===== src/rtl/load_unit_if.sv =====
// Request/response bundle between the execute stage, the load unit and data memory.
// The load unit connects through the slave modport; the environment uses master.
interface load_unit_if;
  logic        mem_rd_req_in;
  logic [2:0]  func3_in;
  logic [31:0] iadder_in;
  logic [31:0] dmdata_in;
  logic        dm_ack_in;
  logic [31:0] dmaddr_out;
  logic        dmrd_req_out;
  logic [31:0] lu_output;
  logic        lu_valid_out;
  logic        lu_busy_out;
  logic        lu_timeout_out;
  logic        lu_misaligned_out;

  modport slave (
    input  mem_rd_req_in, func3_in, iadder_in, dmdata_in, dm_ack_in,
    output dmaddr_out, dmrd_req_out, lu_output, lu_valid_out,
           lu_busy_out, lu_timeout_out, lu_misaligned_out
  );

  modport master (
    output mem_rd_req_in, func3_in, iadder_in, dmdata_in, dm_ack_in,
    input  dmaddr_out, dmrd_req_out, lu_output, lu_valid_out,
           lu_busy_out, lu_timeout_out, lu_misaligned_out
  );
endinterface


===== src/rtl/load_unit.sv =====
// RV32I load unit: issues one data-memory read, formats the returned lane, aborts on timeout.
// Optional LOAD_MISALIGN_TRAP_EN traps misaligned LH/LHU/LW in IDLE instead of issuing them.
module load_unit #(
  parameter int unsigned TIMEOUT_CYCLES = 255
) (
  input logic       clk_in,
  input logic       rst_n_in,
  load_unit_if.slave lu
);

  typedef enum logic [1:0] {IDLE, REQ, RESP} state_e;

  localparam logic [7:0] TIMEOUT_LIMIT = 8'(TIMEOUT_CYCLES);

  state_e      state_q, state_d;
  logic [31:0] addr_q;
  logic [2:0]  func3_q;
  logic [7:0]  cnt_q;
  logic [31:0] result_q;
  logic        timeout_q;
  logic        misaligned_req;
  logic        accept;
  logic        timeout_hit;

  function automatic logic [31:0] format_load(input logic [2:0]  f3,
                                              input logic [1:0]  off,
                                              input logic [31:0] data);
    logic [7:0]  b;
    logic [15:0] h;
    case (off)
      2'd0:    b = data[7:0];
      2'd1:    b = data[15:8];
      2'd2:    b = data[23:16];
      default: b = data[31:24];
    endcase
    h = off[1] ? data[31:16] : data[15:0];
    case (f3)
      3'b000:  return {{24{b[7]}}, b};
      3'b001:  return {{16{h[15]}}, h};
      3'b010:  return data;
      3'b100:  return {24'd0, b};
      3'b101:  return {16'd0, h};
      default: return 32'd0;
    endcase
  endfunction

`ifdef LOAD_MISALIGN_TRAP_EN
  logic misalign_q;

  assign misaligned_req = ((lu.func3_in[1:0] == 2'b01) && lu.iadder_in[0]) ||
                          ((lu.func3_in == 3'b010) && (lu.iadder_in[1:0] != 2'b00));

  always_ff @(posedge clk_in) begin
    if (!rst_n_in) misalign_q <= 1'b0;
    else           misalign_q <= (state_q == IDLE) && lu.mem_rd_req_in && misaligned_req;
  end

  assign lu.lu_misaligned_out = misalign_q;
`else
  assign misaligned_req       = 1'b0;
  assign lu.lu_misaligned_out = 1'b0;
`endif

  assign accept      = (state_q == IDLE) && lu.mem_rd_req_in && !misaligned_req;
  // The final unacknowledged REQ cycle is the one whose increment would reach the limit.
  assign timeout_hit = (state_q == REQ) && !lu.dm_ack_in && (cnt_q == TIMEOUT_LIMIT - 8'd1);

  // NOTE: sequential state uses non-blocking (<=) so every register samples pre-edge values.
  always_ff @(posedge clk_in) begin
    if (!rst_n_in) state_q <= IDLE;
    else           state_q <= state_d;
  end

  // NOTE: state_d gets a default before the case so no path leaves it unassigned (no latch).
  always_comb begin
    state_d = state_q;
    case (state_q)
      IDLE:    if (accept) state_d = REQ;
      REQ: begin
        if (lu.dm_ack_in)      state_d = RESP;
        else if (timeout_hit)  state_d = IDLE;
      end
      RESP:    state_d = IDLE;
      default: state_d = IDLE;
    endcase
  end

  always_comb begin
    lu.dmrd_req_out = (state_q == REQ);
    lu.lu_busy_out  = (state_q == REQ) || (state_q == RESP);
    lu.lu_valid_out = (state_q == RESP);
  end

  always_ff @(posedge clk_in) begin
    if (!rst_n_in) begin
      addr_q    <= 32'd0;
      func3_q   <= 3'd0;
      cnt_q     <= 8'd0;
      result_q  <= 32'd0;
      timeout_q <= 1'b0;
    end else begin
      timeout_q <= timeout_hit;
      if (accept) begin
        addr_q  <= lu.iadder_in;
        func3_q <= lu.func3_in;
        cnt_q   <= 8'd0;
      end
      if (state_q == REQ) begin
        if (lu.dm_ack_in) begin
          result_q <= format_load(func3_q, addr_q[1:0], lu.dmdata_in);
        end else begin
          cnt_q <= cnt_q + 8'd1;
          if (timeout_hit) result_q <= 32'd0;
        end
      end
    end
  end

  assign lu.dmaddr_out     = {addr_q[31:2], 2'b00};
  assign lu.lu_output      = result_q;
  assign lu.lu_timeout_out = timeout_q;

endmodule

===== src/flat_wrapper.sv =====
// flat-port wrapper written by rule: the top's interface ports become plain ports
module load_unit_flat 
#(
  parameter int unsigned TIMEOUT_CYCLES = 255
)
  (clk_in, rst_n_in, lu_mem_rd_req_in, lu_func3_in, lu_iadder_in, lu_dmdata_in, lu_dm_ack_in, lu_dmaddr_out, lu_dmrd_req_out, lu_lu_output, lu_lu_valid_out, lu_lu_busy_out, lu_lu_timeout_out, lu_lu_misaligned_out);
  load_unit_if lu_i ();
  input logic clk_in;
  input logic rst_n_in;
  input wire logic [$bits(lu_i.mem_rd_req_in)-1:0] lu_mem_rd_req_in;
  input wire logic [$bits(lu_i.func3_in)-1:0] lu_func3_in;
  input wire logic [$bits(lu_i.iadder_in)-1:0] lu_iadder_in;
  input wire logic [$bits(lu_i.dmdata_in)-1:0] lu_dmdata_in;
  input wire logic [$bits(lu_i.dm_ack_in)-1:0] lu_dm_ack_in;
  output wire logic [$bits(lu_i.dmaddr_out)-1:0] lu_dmaddr_out;
  output wire logic [$bits(lu_i.dmrd_req_out)-1:0] lu_dmrd_req_out;
  output wire logic [$bits(lu_i.lu_output)-1:0] lu_lu_output;
  output wire logic [$bits(lu_i.lu_valid_out)-1:0] lu_lu_valid_out;
  output wire logic [$bits(lu_i.lu_busy_out)-1:0] lu_lu_busy_out;
  output wire logic [$bits(lu_i.lu_timeout_out)-1:0] lu_lu_timeout_out;
  output wire logic [$bits(lu_i.lu_misaligned_out)-1:0] lu_lu_misaligned_out;
  assign lu_i.mem_rd_req_in = lu_mem_rd_req_in;
  assign lu_i.func3_in = lu_func3_in;
  assign lu_i.iadder_in = lu_iadder_in;
  assign lu_i.dmdata_in = lu_dmdata_in;
  assign lu_i.dm_ack_in = lu_dm_ack_in;
  assign lu_dmaddr_out = lu_i.dmaddr_out;
  assign lu_dmrd_req_out = lu_i.dmrd_req_out;
  assign lu_lu_output = lu_i.lu_output;
  assign lu_lu_valid_out = lu_i.lu_valid_out;
  assign lu_lu_busy_out = lu_i.lu_busy_out;
  assign lu_lu_timeout_out = lu_i.lu_timeout_out;
  assign lu_lu_misaligned_out = lu_i.lu_misaligned_out;
  load_unit #(.TIMEOUT_CYCLES(TIMEOUT_CYCLES)) u_core (.clk_in(clk_in), .rst_n_in(rst_n_in), .lu(lu_i));
endmodule

===== config.mk =====
export PLATFORM = sky130hd
export DESIGN_NAME = load_unit_flat
export DESIGN_NICKNAME = d
export VERILOG_FILES = /design/src/rtl/load_unit_if.sv /design/src/rtl/load_unit.sv /design/src/flat_wrapper.sv
export SDC_FILE = /design/constraint.sdc
export NUM_CORES = 1
export LEC_CHECK = 0
export ABC_CLOCK_PERIOD_IN_PS = 1800
export BUFFER_PORTS_ARGS = -buffer_cell sky130_fd_sc_hd__buf_2
export CAP_MARGIN = 20
export CORE_MARGIN = 2
export CORE_UTILIZATION = 25
export CTS_CLUSTER_DIAMETER = 30
export DETAILED_ROUTE_END_ITERATION = 8
export HOLD_SLACK_MARGIN = 0.02
export SLEW_MARGIN = 20
export SYNTH_ARGS = -nofsm -noshare
export SYNTH_HDL_FRONTEND = slang
export SYNTH_SLANG_ARGS = --single-unit

===== constraint.sdc =====
create_clock -name clk_in -period 1.8 [get_ports clk_in]
set_input_delay 0.09 -clock clk_in [delete_from_list [all_inputs] [get_ports clk_in]]
set_output_delay 0.09 -clock clk_in [all_outputs]
set_load 0.01 [all_outputs]

; Word level (Yosys, flattened, before mapping)
; Cells that the tools add are included.
[op_classes]
n_addsub = 1
n_eq_ne = 11
muxes = 12
n_reduce_logical = 11
[op_table]
columns = op, n
row1 = one-hot mux 32 bit (5 select lines), 1
row2 = two-way mux 32 bit, 2
row3 = two-way mux 8 bit, 3
row4 = one-hot mux 8 bit (3 select lines), 1
row5 = two-way mux 16 bit, 1
row6 = "adder 8 x 1 -> 8 bit, second input constant", 1
row7 = "equality test 8 bit, second input constant", 1
row8 = "equality test 3 bit, second input constant", 2
row9 = two-way mux 2 bit, 3
row10 = "equality test 2 x 1 -> 1 bit, second input constant", 2
row11 = "equality test 2 bit, second input constant", 2
row12 = logical NOT 2 bit, 2
row13 = one-hot mux 2 bit (2 select lines), 1
row14 = AND reduction 2 bit, 2
row15 = "equality test 3 x 1 -> 1 bit, second input constant", 1
row16 = "equality test 3 x 2 -> 1 bit, second input constant", 1
row17 = logical AND 1 bit, 3
row18 = logical NOT 3 bit, 1
row19 = "!= test 3 x 2 -> 1 bit, second input constant", 1
row20 = "!= test 2 x 1 -> 1 bit, second input constant", 1
row21 = nonzero test 2 bit, 1
row22 = logical NOT 1 bit, 1
row23 = logical OR 1 bit, 1
[totals]
reg_bits = 78
wordCells = 41

; Longest topological paths before layout
[depth]
ltp_word = 6
ltp_mapped = 7

; Worst setup path before layout
; Ideal clock, no wire load.
[synth_timing]
path_kind = register to register
start = reg u_core.state_q[1]
end = reg u_core.result_q[26], in the netlist u_core.lu.lu_output[26]
setup_ns = 0.060
arrival_time_ns = 1.816
slack_ns = -0.076
stages_incl_launch_ff = 8
period_less_slack_ns = 1.876
path_cell_list = dfxtp_1 -> inv_1 -> ha_1 -> nand2_1 -> or3_4 -> a2111oi_4 -> buf_6 -> a221o_1
[synth_via]
elab_chain_len = 5
[synth_rtl]
columns = element, line
row1 = from (decl), load_unit.sv:15  ; state_e state_q, state_d;
row2 = from (signal assigned), load_unit.sv:71  ; else state_q <= state_d;
row3 = equality test 2 x 1 -> 1 bit *, -
row4 = via lu_dmrd_req_out, flat_wrapper.sv:16  ; output wire logic [$bits(lu_i.dmrd_req_out)-1:0] lu_dmrd_req_out;
row5 = logical AND 1 bit (2 in a row), load_unit.sv:66  ; assign timeout_hit = (state_q == REQ) && !lu.dm_ack_in && (cnt_q == TIMEOUT_LIMIT - 8'd1);
row6 = nonzero test 2 bit (no source line), -
row7 = AND reduction 2 bit (no source line) *, -
row8 = to (signal assigned), load_unit.sv:110  ; result_q <= format_load(func3_q, addr_q[1:0], lu.dmdata_in);
row9 = to (decl), load_unit.sv:19  ; logic [31:0] result_q;
; Mark *: on every way through the listed nets, which the timed path passes. The rest lies on a longest branch.
; A chain may end at the register's enable or synchronous reset.

; Worst setup path in the final report
[layout_timing]
start = reg u_core.state_q[1]
end = reg u_core.result_q[31], in the netlist u_core.lu.lu_output[31]
[layout_via]
elab_chain_len = 5
[layout_rtl]
columns = element, line
row1 = equality test 2 x 1 -> 1 bit *, "load_unit.sv:66, load_unit.sv:108"
row2 = logical AND 1 bit (2 in a row), load_unit.sv:66
row3 = nonzero test 2 bit (no source line), -
row4 = AND reduction 2 bit (no source line) *, -
; Mark *: on every way between the ends. The rest lies on a longest branch, timed or not.

==> parameters.txt <==
Parameter                              Value

Detailed routing
  Number of DRC violations after detailed routing ... 0
  DRT antenna net count ... 0
  Via count normalized by instance count ... roughly 4.6
  Routed length per instance ... 13.58 um
  Wire length reported by the detailed router ... just over 10000 um
  Number of iterations in the first detailed-routing pass ... 5
  Number of vias in the routed layout ... 3497
  Iteration-0 DRC Markers ... 211

STA
  Final count of hold timing violations ... 0
  Total Neg Setup Slack ... 0 ns
  Final slew viol count ... 0
  Setup repair after global routing missed its margin ... true
  Pin slew with the least headroom to its limit ... 0.5516 ns
  Skew final ... about 0.0036 ns
  Tmin final ... around 1.8 ns
  Final worst path period share ... ~100%
  Peak clock frequency supported by timing ... ~560 MHz
  Setup violation total in the final timing report ... 0
  Worst-case hold slack ... ~0.04 ns
  Worst slew slack as a fraction of its limit ... ~63%

Synth
  Synth async-reset ratio ... 0%
  Synth Instances ... ~400
  Sequential area share after synthesis ... around 45%
  Cell type with the largest total area after synthesis ... dfxtp_1
  Share of the synthesized area in the top cell type ... 44.72%
  EDFF count, synth ... 0
  Post-synth cell types ... 45
  Most common library cells after synthesis ... nand2_1, dfxtp_1, a21oi_1, buf_4, nor2_1
  Biggest area contributors in the synthesized netlist ... dfxtp_1, nand2_1, buf_4
  Post-synthesis area per instance ... ~8.7 um2
  Number of register bits inferred by synthesis ... a little under 80
  Number of warnings reported in the yosys synthesis log ... 0
  Flip-flop cell with the highest count after synthesis ... dfxtp_1
  Summed instance area of the synthesized netlist ... ~0.0035 mm2
  Most common cell in the netlist ... nand2_1

Worst setup path
  CP endpoint kind ... flop
  Startpoint of the worst setup timing path ... u_core.state_q[1]$_SDFFE_PN0P_
  Type of element launching the critical path ... flop
  R2r setup slk ... 0.03 ns
  Capture point of the critical path ... u_core.lu.lu_output[31]$_SDFFE_PN0P_
  Number of cells traversed by the worst register-to-register path ... 8
  Reg2Reg Capture Point ... u_core.lu.lu_output[31]$_SDFFE_PN0P_
  Crit Path Max Fanout ... 8
  Classification of the worst setup path ... flop to flop
  Worst endpoint required time ... around 2.1 ns
  Data arrival time of the worst path ... approximately 2.1 ns
  Worst R2R Start ... u_core.state_q[1]$_SDFFE_PN0P_

Final layout
  Final #Nets ... ~650
  Final non-filler cell area ... between 0.005 and 0.006 mm2
  Utilization after layout ... 37.87%
  Antenna Diode Count ... 0
  Fraction of final layout cells with drive strength greater than 1 ... between 30% and 40%
  Area Growth Syn to Fin ... 49.37%

Global routing
  Number of antenna violations at the first check in global routing ... 0
  Number of global-route vias before repair ... 3204
  GRT Overall Usage ... 13.34%
  Residual overflow from global routing ... 0
  Largest net degree at the start of global routing ... 47
  First-pass GRT wire length ... 15650 um

Power
  Peak supply drop ... just over 0.0005 V
  Pleak ... between 2 and 2.5 nW
  Cell area power density ... 967.4 mW/mm2
  Overall power ... just over 5 mW

CTS
  Root Buffer ... clkbuf_16
  TritonCTS clock tree ... done
  TritonCTS buffer count ... 9
  Clock Pin Slew Worst Setup and Hold Paths ... around 0.060 ns
  Number of clock sinks ... 78
  Longest Clk Path Bufs ... 2
  Insertion delay to the later sink of the worst-skew pair ... about 0.34 ns
  Maximum level of the CTS H-tree ... 3

Placement
  Port buffer count ... 136
  Placed instance area ... ~0.0042 mm2
  Routability cong. ... around 0.8
  Final HPWL DP ... between 7000 and 8000 um

Floorplan
  FP Rows ... 43
  Core region area ... 0.01377 mm2
  Die area ... 0.01493 mm2
  Horizontal die dimension ... ~120 um
  I/O pins ... 140
  Starting density of the core ... between 20% and 30%
  Die Span Y ... approximately 120 um

Flow run
  MaxCap Viol Count ... 0

Run status
  Status ... finished clean

Min path
  Depth of the worst hold-timing path ... 3
  Class of the tightest hold or removal check ... primary input to flop
[cells by family after synthesis]
logic type,share of synthesized area [%]
simple gates,16.80
compound gates,21.71
flops,44.72
buf+inv,10.75
mux,4.120
fa+ha+maj,1.791
other cells,0.1074
[state kept, by name (all words and copies together) (netlist names)]
name,flops
u_core.addr_q,32
u_core.cnt_q,8
u_core.func3_q,3
u_core.lu.lu_output,32
u_core.lu.lu_timeout_out,1
u_core.state_q,2
[metal layers]
layer  GRT usage (%)  wire length, um
met5               0                0
met3           3.699              712
met2           24.02             5057
met4           4.741              203
met1           15.01             4268
[power by group]
group | switching, mW | internal (mW)
clock | 0.709 | 1.64
combinational | 0.411 | 0.397
sequential | 0.0618 | 1.83
[cell usage in the layout (no fill, tap or decap), types with 6 or more instances in the layout]
cell	synthesis	final
a221o_1	17	17
nand2_1	81	80
dlygate4sd3_1	0	48
a22oi_1	9	9
dfxtp_1	78	75
a211o_1	8	8
o21ai_0	15	15
buf_2	2	136
buf_4	34	25
a222oi_1	6	6
a21oi_1	41	41
clkbuf_16	0	10
mux2_2	11	11
nor2_1	22	21
[through the flow]
stage | worst slack, ns | std cells
6_report | 0.02970 | 754
5_1_grt | -0.05346 | 754
4_1_cts | 0.004883 | 748
3_5_place_dp | -0.1767 | 684
3_3_place_gp | -0.1165 | 684
2_1_floorplan | 0.06887 | 403
[critical path: stages (launching register included)]
cell	delay [ns]
dfxtp_2	0.32
inv_2	0.07
ha_4	0.16
nand2_2	0.06
or3_4	0.38
a2111oi_4	0.26
buf_4	0.20
clkbuf_16	0.15
a221o_1	0.10
[what timing repair did]
| item | in CTS | in global routing |
|---|---|---|
| endpoints found under the hold margin | 48 | 0 |
| pin swaps | 0 | 3 |
| buffers inserted | 0 | 6 |
| cloned | 0 | 1 |
| resized for setup | 1 | 11 |
| hold buffers | 48 | 0 |
| endpoints found under the setup margin | 16 | 35 |
[final cells by class]
cell class,count,area [um2]
multi-input cells,262,1595
inverters,5,18.77
well taps,180,225.2
clock inverters,6,157.7
flip-flops and latches,78,1565
fillers,1400,8557
clock buffers,10,229.0
repair buffers,213,1425
[how the worst min path moves through the flow]
stage	from	endpoint	slack, ns
after floorplan	lu_iadder_in[10]	u_core.addr_q[10]$_SDFFE_PN0P_	0.23
after global placement	lu_iadder_in[10]	u_core.addr_q[10]$_SDFFE_PN0P_	0.33
after detailed placement	lu_dmdata_in[26]	u_core.lu.lu_output[26]$_SDFFE_PN0P_	0.33
after CTS	lu_iadder_in[22]	u_core.addr_q[22]$_SDFFE_PN0P_	0.03
after global routing	lu_iadder_in[22]	u_core.addr_q[22]$_SDFFE_PN0P_	0.06
final	lu_iadder_in[22]	u_core.addr_q[22]$_SDFFE_PN0P_	0.04
Note: power is estimated with default switching activity, not from simulation.
